## src/rtl/mem_port_arbiter_pkg.sv

```systemverilog
// Shared types and constants for the fetch / load-store arbiter in front of
// the byte-wide RAM port.
package mem_port_arbiter_pkg;

  localparam int unsigned ADDR_W = 32;
  localparam int unsigned DATA_W = 32;
  localparam int unsigned BYTE_W = 8;
  localparam int unsigned CNT_W  = 3;
  localparam int unsigned IDX_W  = 2;

  typedef enum logic [1:0] {
    ST_IDLE  = 2'd0,
    ST_READ  = 2'd1,
    ST_WRITE = 2'd2,
    ST_DONE  = 2'd3
  } state_e;

  typedef enum logic {
    OWN_IF  = 1'b0,
    OWN_MEM = 1'b1
  } owner_e;

  localparam logic [1:0] SIZE_BYTE = 2'b00;
  localparam logic [1:0] SIZE_HALF = 2'b01;

  localparam logic [CNT_W-1:0] FETCH_LEN = CNT_W'(4);

  // Transaction latched at acceptance; len is the byte count (1, 2 or 4).
  typedef struct packed {
    owner_e              owner;
    logic                we;
    logic [CNT_W-1:0]    len;
    logic [ADDR_W-1:0]   base;
    logic [DATA_W-1:0]   wdata;
  } xfer_t;

  function automatic logic [CNT_W-1:0] size_len(input logic [1:0] size);
    case (size)
      SIZE_BYTE: return CNT_W'(1);
      SIZE_HALF: return CNT_W'(2);
      default:   return CNT_W'(4);
    endcase
  endfunction

  function automatic logic [DATA_W-1:0] len_mask(input logic [CNT_W-1:0] len);
    case (len)
      CNT_W'(1): return 32'h0000_00FF;
      CNT_W'(2): return 32'h0000_FFFF;
      default:   return 32'hFFFF_FFFF;
    endcase
  endfunction

  // Little-endian byte lane select: lane 0 is bits 7:0.
  function automatic logic [BYTE_W-1:0] get_byte(input logic [DATA_W-1:0] word,
                                                 input logic [IDX_W-1:0]  idx);
    case (idx)
      2'd0:    return word[7:0];
      2'd1:    return word[15:8];
      2'd2:    return word[23:16];
      default: return word[31:24];
    endcase
  endfunction

  function automatic logic [DATA_W-1:0] put_byte(input logic [DATA_W-1:0] word,
                                                 input logic [IDX_W-1:0]  idx,
                                                 input logic [BYTE_W-1:0] b);
    logic [DATA_W-1:0] r;
    r = word;
    case (idx)
      2'd0:    r[7:0]   = b;
      2'd1:    r[15:8]  = b;
      2'd2:    r[23:16] = b;
      default: r[31:24] = b;
    endcase
    return r;
  endfunction

endpackage

```

## src/rtl/mem_port_arbiter.sv

```systemverilog
// Shares one byte-wide RAM between instruction fetch and load/store,
// serialising each access into single-byte RAM cycles.
module mem_port_arbiter
  import mem_port_arbiter_pkg::*;
(
  input  logic              clk,
  input  logic              rst,
  input  logic              if_req,
  input  logic [ADDR_W-1:0] if_addr,
  input  logic              if_cancel,
  input  logic              mem_req,
  input  logic              mem_we,
  input  logic [ADDR_W-1:0] mem_addr,
  input  logic [1:0]        mem_size,
  input  logic [DATA_W-1:0] mem_wdata,
  output logic              if_done,
  output logic [DATA_W-1:0] if_data,
  output logic              mem_done,
  output logic [DATA_W-1:0] mem_rdata,
  output logic [ADDR_W-1:0] ram_a,
  output logic              ram_wr,
  output logic [BYTE_W-1:0] ram_dout,
  input  logic [BYTE_W-1:0] ram_din
);

  state_e            state_q, state_d;
  logic [CNT_W-1:0]  cnt_q, cnt_d;
  xfer_t             xfer_q, xfer_d;
  logic [DATA_W-1:0] rbuf_q, rbuf_d;

  logic if_abort_c;
  logic last_rd_c;
  logic last_wr_c;
  logic rd_done_c;

  // A flush only matters while the fetch side owns the port.
  assign if_abort_c = (xfer_q.owner == OWN_IF) && if_cancel;
  assign last_rd_c  = (cnt_q == xfer_q.len);
  assign last_wr_c  = (cnt_q == (xfer_q.len - CNT_W'(1)));
  assign rd_done_c  = (state_q == ST_READ) && !if_abort_c && last_rd_c;

  // State register
  always_ff @(posedge clk) begin
    if (rst) begin
      state_q <= ST_IDLE;
      cnt_q   <= '0;
      xfer_q  <= '0;
      rbuf_q  <= '0;
    end else begin
      state_q <= state_d;
      cnt_q   <= cnt_d;
      xfer_q  <= xfer_d;
      rbuf_q  <= rbuf_d;
    end
  end

  // Next-state logic; MEM has fixed priority over fetch at acceptance.
  always_comb begin
    state_d = state_q;
    cnt_d   = cnt_q;
    xfer_d  = xfer_q;
    rbuf_d  = rbuf_q;
    case (state_q)
      ST_IDLE: begin
        cnt_d = '0;
        if (mem_req) begin
          xfer_d = '{owner: OWN_MEM, we: mem_we, len: size_len(mem_size),
                     base: mem_addr, wdata: mem_wdata};
          rbuf_d  = '0;
          state_d = mem_we ? ST_WRITE : ST_READ;
        end else if (if_req && !if_cancel) begin
          xfer_d = '{owner: OWN_IF, we: 1'b0, len: FETCH_LEN,
                     base: if_addr, wdata: '0};
          rbuf_d  = '0;
          state_d = ST_READ;
        end
      end
      ST_READ: begin
        // RAM data lags its address by one cycle, so lane cnt-1 arrives now.
        if (cnt_q != '0) begin
          rbuf_d = put_byte(rbuf_q, IDX_W'(cnt_q - CNT_W'(1)), ram_din);
        end
        if (if_abort_c) begin
          state_d = ST_IDLE;
          cnt_d   = '0;
        end else if (last_rd_c) begin
          state_d = ST_DONE;
          cnt_d   = '0;
        end else begin
          cnt_d = cnt_q + CNT_W'(1);
        end
      end
      ST_WRITE: begin
        if (last_wr_c) begin
          state_d = ST_DONE;
          cnt_d   = '0;
        end else begin
          cnt_d = cnt_q + CNT_W'(1);
        end
      end
      ST_DONE: begin
        state_d = ST_IDLE;
        cnt_d   = '0;
      end
      default: begin
        state_d = ST_IDLE;
        cnt_d   = '0;
      end
    endcase
  end

  // Result registers load on the READ->DONE edge and hold otherwise.
  always_ff @(posedge clk) begin
    if (rst) begin
      if_data   <= '0;
      mem_rdata <= '0;
    end else if (rd_done_c) begin
      if (xfer_q.owner == OWN_IF) begin
        if_data <= rbuf_d;
      end else begin
        mem_rdata <= rbuf_d & len_mask(xfer_q.len);
      end
    end
  end

  // Output decode; a late flush in DONE still suppresses the fetch done.
  always_comb begin
    ram_a    = '0;
    ram_wr   = 1'b0;
    ram_dout = '0;
    if_done  = 1'b0;
    mem_done = 1'b0;
    case (state_q)
      ST_READ: begin
        ram_a = xfer_q.base + ADDR_W'(cnt_q);
      end
      ST_WRITE: begin
        ram_a    = xfer_q.base + ADDR_W'(cnt_q);
        ram_wr   = 1'b1;
        ram_dout = get_byte(xfer_q.wdata, IDX_W'(cnt_q));
      end
      ST_DONE: begin
        if (xfer_q.owner == OWN_IF) begin
          if_done = !if_cancel;
        end else begin
          mem_done = 1'b1;
        end
      end
      default: begin
      end
    endcase
  end

endmodule
```

## config.mk

```make
export PLATFORM = sky130hd
export DESIGN_NAME = mem_port_arbiter
export DESIGN_NICKNAME = d
export VERILOG_FILES = /design/src/rtl/mem_port_arbiter_pkg.sv /design/src/rtl/mem_port_arbiter.sv
export SDC_FILE = /design/constraint.sdc
export NUM_CORES = 1
export LEC_CHECK = 0
export CORE_MARGIN = 5
export CORE_UTILIZATION = 48
export DETAILED_ROUTE_END_ITERATION = 8
export GPL_TIMING_DRIVEN = 0
export PLACE_DENSITY = 0.91
export SYNTH_ARGS = -nofsm -noshare
export SYNTH_HDL_FRONTEND = slang
export SYNTH_SLANG_ARGS = --single-unit
```

## constraint.sdc

```tcl
create_clock -name clk -period 3.4 [get_ports clk]
set_clock_uncertainty 0.2 [all_clocks]
set_input_delay 0.68 -clock clk [delete_from_list [all_inputs] [get_ports clk]]
set_output_delay 0.68 -clock clk [all_outputs]
set_load 0.02 [all_outputs]
```

==> reports/qor.csv <==
stage,metric,value,unit
worst_setup_path,R2R cell count,9,
timing,RSZ-0062 raised after global routing,true,
worst_setup_path,Worst EP required,2520,ps
finish,layout cells sized above 1,12.9,%
cts,Sink Count,169,
pwr,Max VDD drop,0.000488,V
synthesis,gate count after technology mapping,893,
finish,Filler Cell Count,1195,
cts,Hold Buf Count CTS,0,
worst_setup_path,R2R Path End,if_data[22]$_SDFFE_PP0P_,
worst_setup_path,critical path depth,9,
synthesis,synthesized area,7790,sq um
worst_setup_path,CP arrival,2580,ps
floorplan,Core ar.,15900,sq um
pwr,Net Sw Frac,37.1,%
worst_setup_path,Crit Path Class,reg2out,
job,MaxCap Viol Count,0,
worst_setup_path,crit path launch type,flip-flop,
pwr,LEAKAGE,0.00434,uW
pwr,design internal power,4500,uW
cts,Worst-Skew Late Latency,430,ps
placement,sum of net half-perimeters after detailed placement,18600,um
synthesis,syn_area_per_cell,8.73,sq um
timing,Hold WS,247,ps
routing,DRT Pass-1 Iters,5,
worst_setup_path,Crit Reg-Reg Startpoint,cnt_q[0]$_SDFF_PP0_,
cts,CTS tree,built,
floorplan,I/O pins,219,
pwr,Seq pwr share,35.9,%
synthesis,asr flop ratio synth,0,%
timing,setup TNS,-84.5,ps
min_path,worst min path class,reg2reg,
worst_setup_path,Critical path origin,cnt_q[0]$_SDFF_PP0_,
finish,FF+latch area,3400,sq um
pwr,PD cells,642,nW/um^2
worst_setup_path,CP Capture Point,ram_a[24],
finish,post-layout util,70.2,%
routing,DR vias/cell,5.63,
status,violated checks,negative setup slack,
synthesis,dominant synthesized flop cell,dfxtp_1,
finish,"most common cell after layout, fill and taps aside",clkdlybuf4s50_1,
routing,via count,7707,
global_route,GRT Total Usage,26.3,%
synthesis,Yosys cell types,48,
worst_setup_path,R2R setup slack,740,ps
synthesis,synth warn,0,
timing,Setup-failing EPs final,2,
placement,placed cell count,1326,
pwr,Comb pwr share,35.3,%
floorplan,Rows,46,
cts,CTS Buf Count,17,
worst_setup_path,crit path max-delay cell type,dfxtp_4,
global_route,gr ovfl total,0,
global_route,pin count of the biggest net entering global routing,17,
worst_setup_path,total buffers and inverters traversed by the critical path,2,
global_route,initial antenna violation count,1,
placement,GPL Wtd Cong,0.830,
worst_setup_path,CP max stage delay,390,ps
cts,Clock Path Buffers,2,
routing,Initial DRC Count,578,
timing,fmax,289,MHz
status,status,"complete, but fails checks",
routing,Routed Antenna Nets,0,
global_route,number of global-route vias before repair,7686,
placement,port bufs,217,
timing,Final Max Tran Viols,0,
finish,Layout area overhead,43.1,%
finish,fin cells,1370,
floorplan,die width,137,um
floorplan,Initial Utilization,49.1,%
floorplan,die height,137,um
finish,Final #Nets,1267,
timing,Slew Limit Headroom,49.8,%
synthesis,Yosys reg bits,169,
routing,final wirelength,25900,um
timing,Setup WS post-layout,-58.4,ps
worst_setup_path,crit end category,output pin,
worst_setup_path,Crit Path Max Fanout,6,
cts,"Clk pin slew, worst setup/hold paths",70,ps
cts,H-tree depth,4,
routing,WL/cell,18.9,um
timing,Final Hold Viols,0,
synthesis,Post-Syn Nets,1021,
finish,Multi-input gate area,4320,sq um
routing,drt drc,0,
worst_setup_path,"delay-heaviest family, CP",simple AND/OR/NAND/NOR gates,
synthesis,Post-synth EDFFs,0,
synthesis,"Seq/Total Area, Yosys",43.4,%
timing,Worst-Margin Slew,752,ps
pwr,clock group share of total power,28.9,%
timing,clock period minus worst slack,3460,ps
floorplan,Die Area,18900,sq um
worst_setup_path,"Cell Chain, Critical Path",ha_4 > inv_2 > fa_2 > nand2b_4 > a21o_4 > nor4_4 > xor2_1 > and2_1 > buf_6,
cts,clock root buffer,clkbuf_16,
pwr,Net Sw Power,2660,uW
timing,fin crit share,102,%
global_route,first-pass GRT wire length,39000,um
finish,most frequent cells in the layout,"clkdlybuf4s50_1, dfxtp_1, nor2_1, nand2_1, a211oi_1",
-- layout make-up --
class / instances / area share [%]
Timing Repair Buffer: 229 / 19.9
Sequential cell: 169 / 30.5
Multi-Input combinational cell: 647 / 38.8
Buffer: 63 / 2.38
Inverter: 12 / 0.404
Clock buffer: 17 / 3.81
Clock inverter: 14 / 1.76
Antenna cell: 3 / 0.0673
Tap cell: 216 / 2.42
-- cell families (layout without fill, tap and decap cells) --
family	after synthesis	in the layout	synth area share [%]
AOI/OAI and AO/OA	206	207	17.7
xor gates and xnor gates	31	31	3.58
adders and majority gates	16	16	2.67
buffers and inverters	78	335	4.09
DFF	169	169	43.4
muxes	64	64	8.73
other	0	3	0
and+or+nand+nor	329	329	19.8
-- power by group through the flow --
| stage | clock [uW] | combinational [uW] | sequential [uW] |
|---|---|---|---|
| after CTS | 2060 | 2460 | 2540 |
| after global routing | 2160 | 2730 | 2590 |
| after global placement | 0 | 2400 | 2560 |
| after floorplan | 0 | 1430 | 2600 |
| after detailed placement | 0 | 2460 | 2580 |
| final | 2070 | 2520 | 2570 |
-- sequential cells by signal, summed over array words and instances (netlist names) --
register   count
mem_rdata     32
rbuf_q        32
if_data       32
xfer_q        68
state_q        2
cnt_q          3
-- repair_timing --
item	in CTS	in global routing
gates resized for setup	112	34
setup buffers	7	5
endpoints found under the setup margin	38	22
pin swaps	10	8
cloned	1	0
-- routing by layer --
metal  GRT usage [%]  wire length [um]  vias to the layer above  share of wire, %
met1            33.2             10700                     3674                41
li1                -                 -                     3657                 -
met2            43.3             12700                      315                49
met3            5.11              1650                       61               6.4
met4            12.3               865                        0               3.3
met5               0                 0                        -                 0
-- synthesized netlist by cell type (3+ instances only) --
master,instances,area (sq um)
a22oi_1,32,240
dfxtp_1,169,3380
clkbuf_1,45,169
and2_1,36,225
buf_1,5,18.8
inv_1,12,45.0
nand2_1,90,338
ha_1,15,188
xor2_1,21,184
nand4_1,4,25.0
xnor2_1,9,78.8
buf_2,15,75.1
a211oi_1,72,541
and3_1,5,31.3
mux2i_1,32,320
nor3_1,7,35.0
nand2b_1,5,31.3
a21oi_1,39,195
mux2_2,32,360
o21ai_1,13,65.1
nor2_1,111,417
nor4_1,8,50.1
nor2b_1,6,37.5
nand3_1,43,215
or3_1,3,18.8
a222oi_1,8,80.1
o21ai_0,28,140
-- worst reg2reg max path: cells and delay by family (launching register included) --
family / cells / cell delay [ps]
DFF: 1 / 380
and+or+nand+nor: 2 / 460
AOI/OAI and AO/OA: 2 / 500
buffers and inverters: 3 / 440
adders and majority gates: 1 / 130
muxes: 1 / 420
-- worst min path at each step --
stage | end | slack (ps) | startpoint | depth (start not counted)
2_1_floorplan | xfer_q[16]$_SDFFE_PP0P_ | 230 | xfer_q[16]$_SDFFE_PP0P_ | 2
3_3_place_gp | mem_rdata[31]$_SDFFE_PP0P_ | 240 | mem_rdata[31]$_SDFFE_PP0P_ | 2
3_5_place_dp | mem_rdata[26]$_SDFFE_PP0P_ | 240 | mem_rdata[26]$_SDFFE_PP0P_ | 2
4_1_cts | mem_rdata[26]$_SDFFE_PP0P_ | 250 | mem_rdata[26]$_SDFFE_PP0P_ | 2
5_1_grt | mem_rdata[22]$_SDFFE_PP0P_ | 270 | mem_rdata[22]$_SDFFE_PP0P_ | 2
6_report | mem_rdata[26]$_SDFFE_PP0P_ | 250 | mem_rdata[26]$_SDFFE_PP0P_ | 2
-- metrics by stage --
stage                     cell area (sq um)  total power [uW]  setup WS [ps]
after floorplan                        7790              4040            371
after global placement                10200              4960           -344
after detailed placement              10200              5040           -428
after CTS                             11100              7060           1.52
after global routing                  11100              7490           -107
final                                 11200              7160          -58.4
Power figures use the tool's default switching activity.
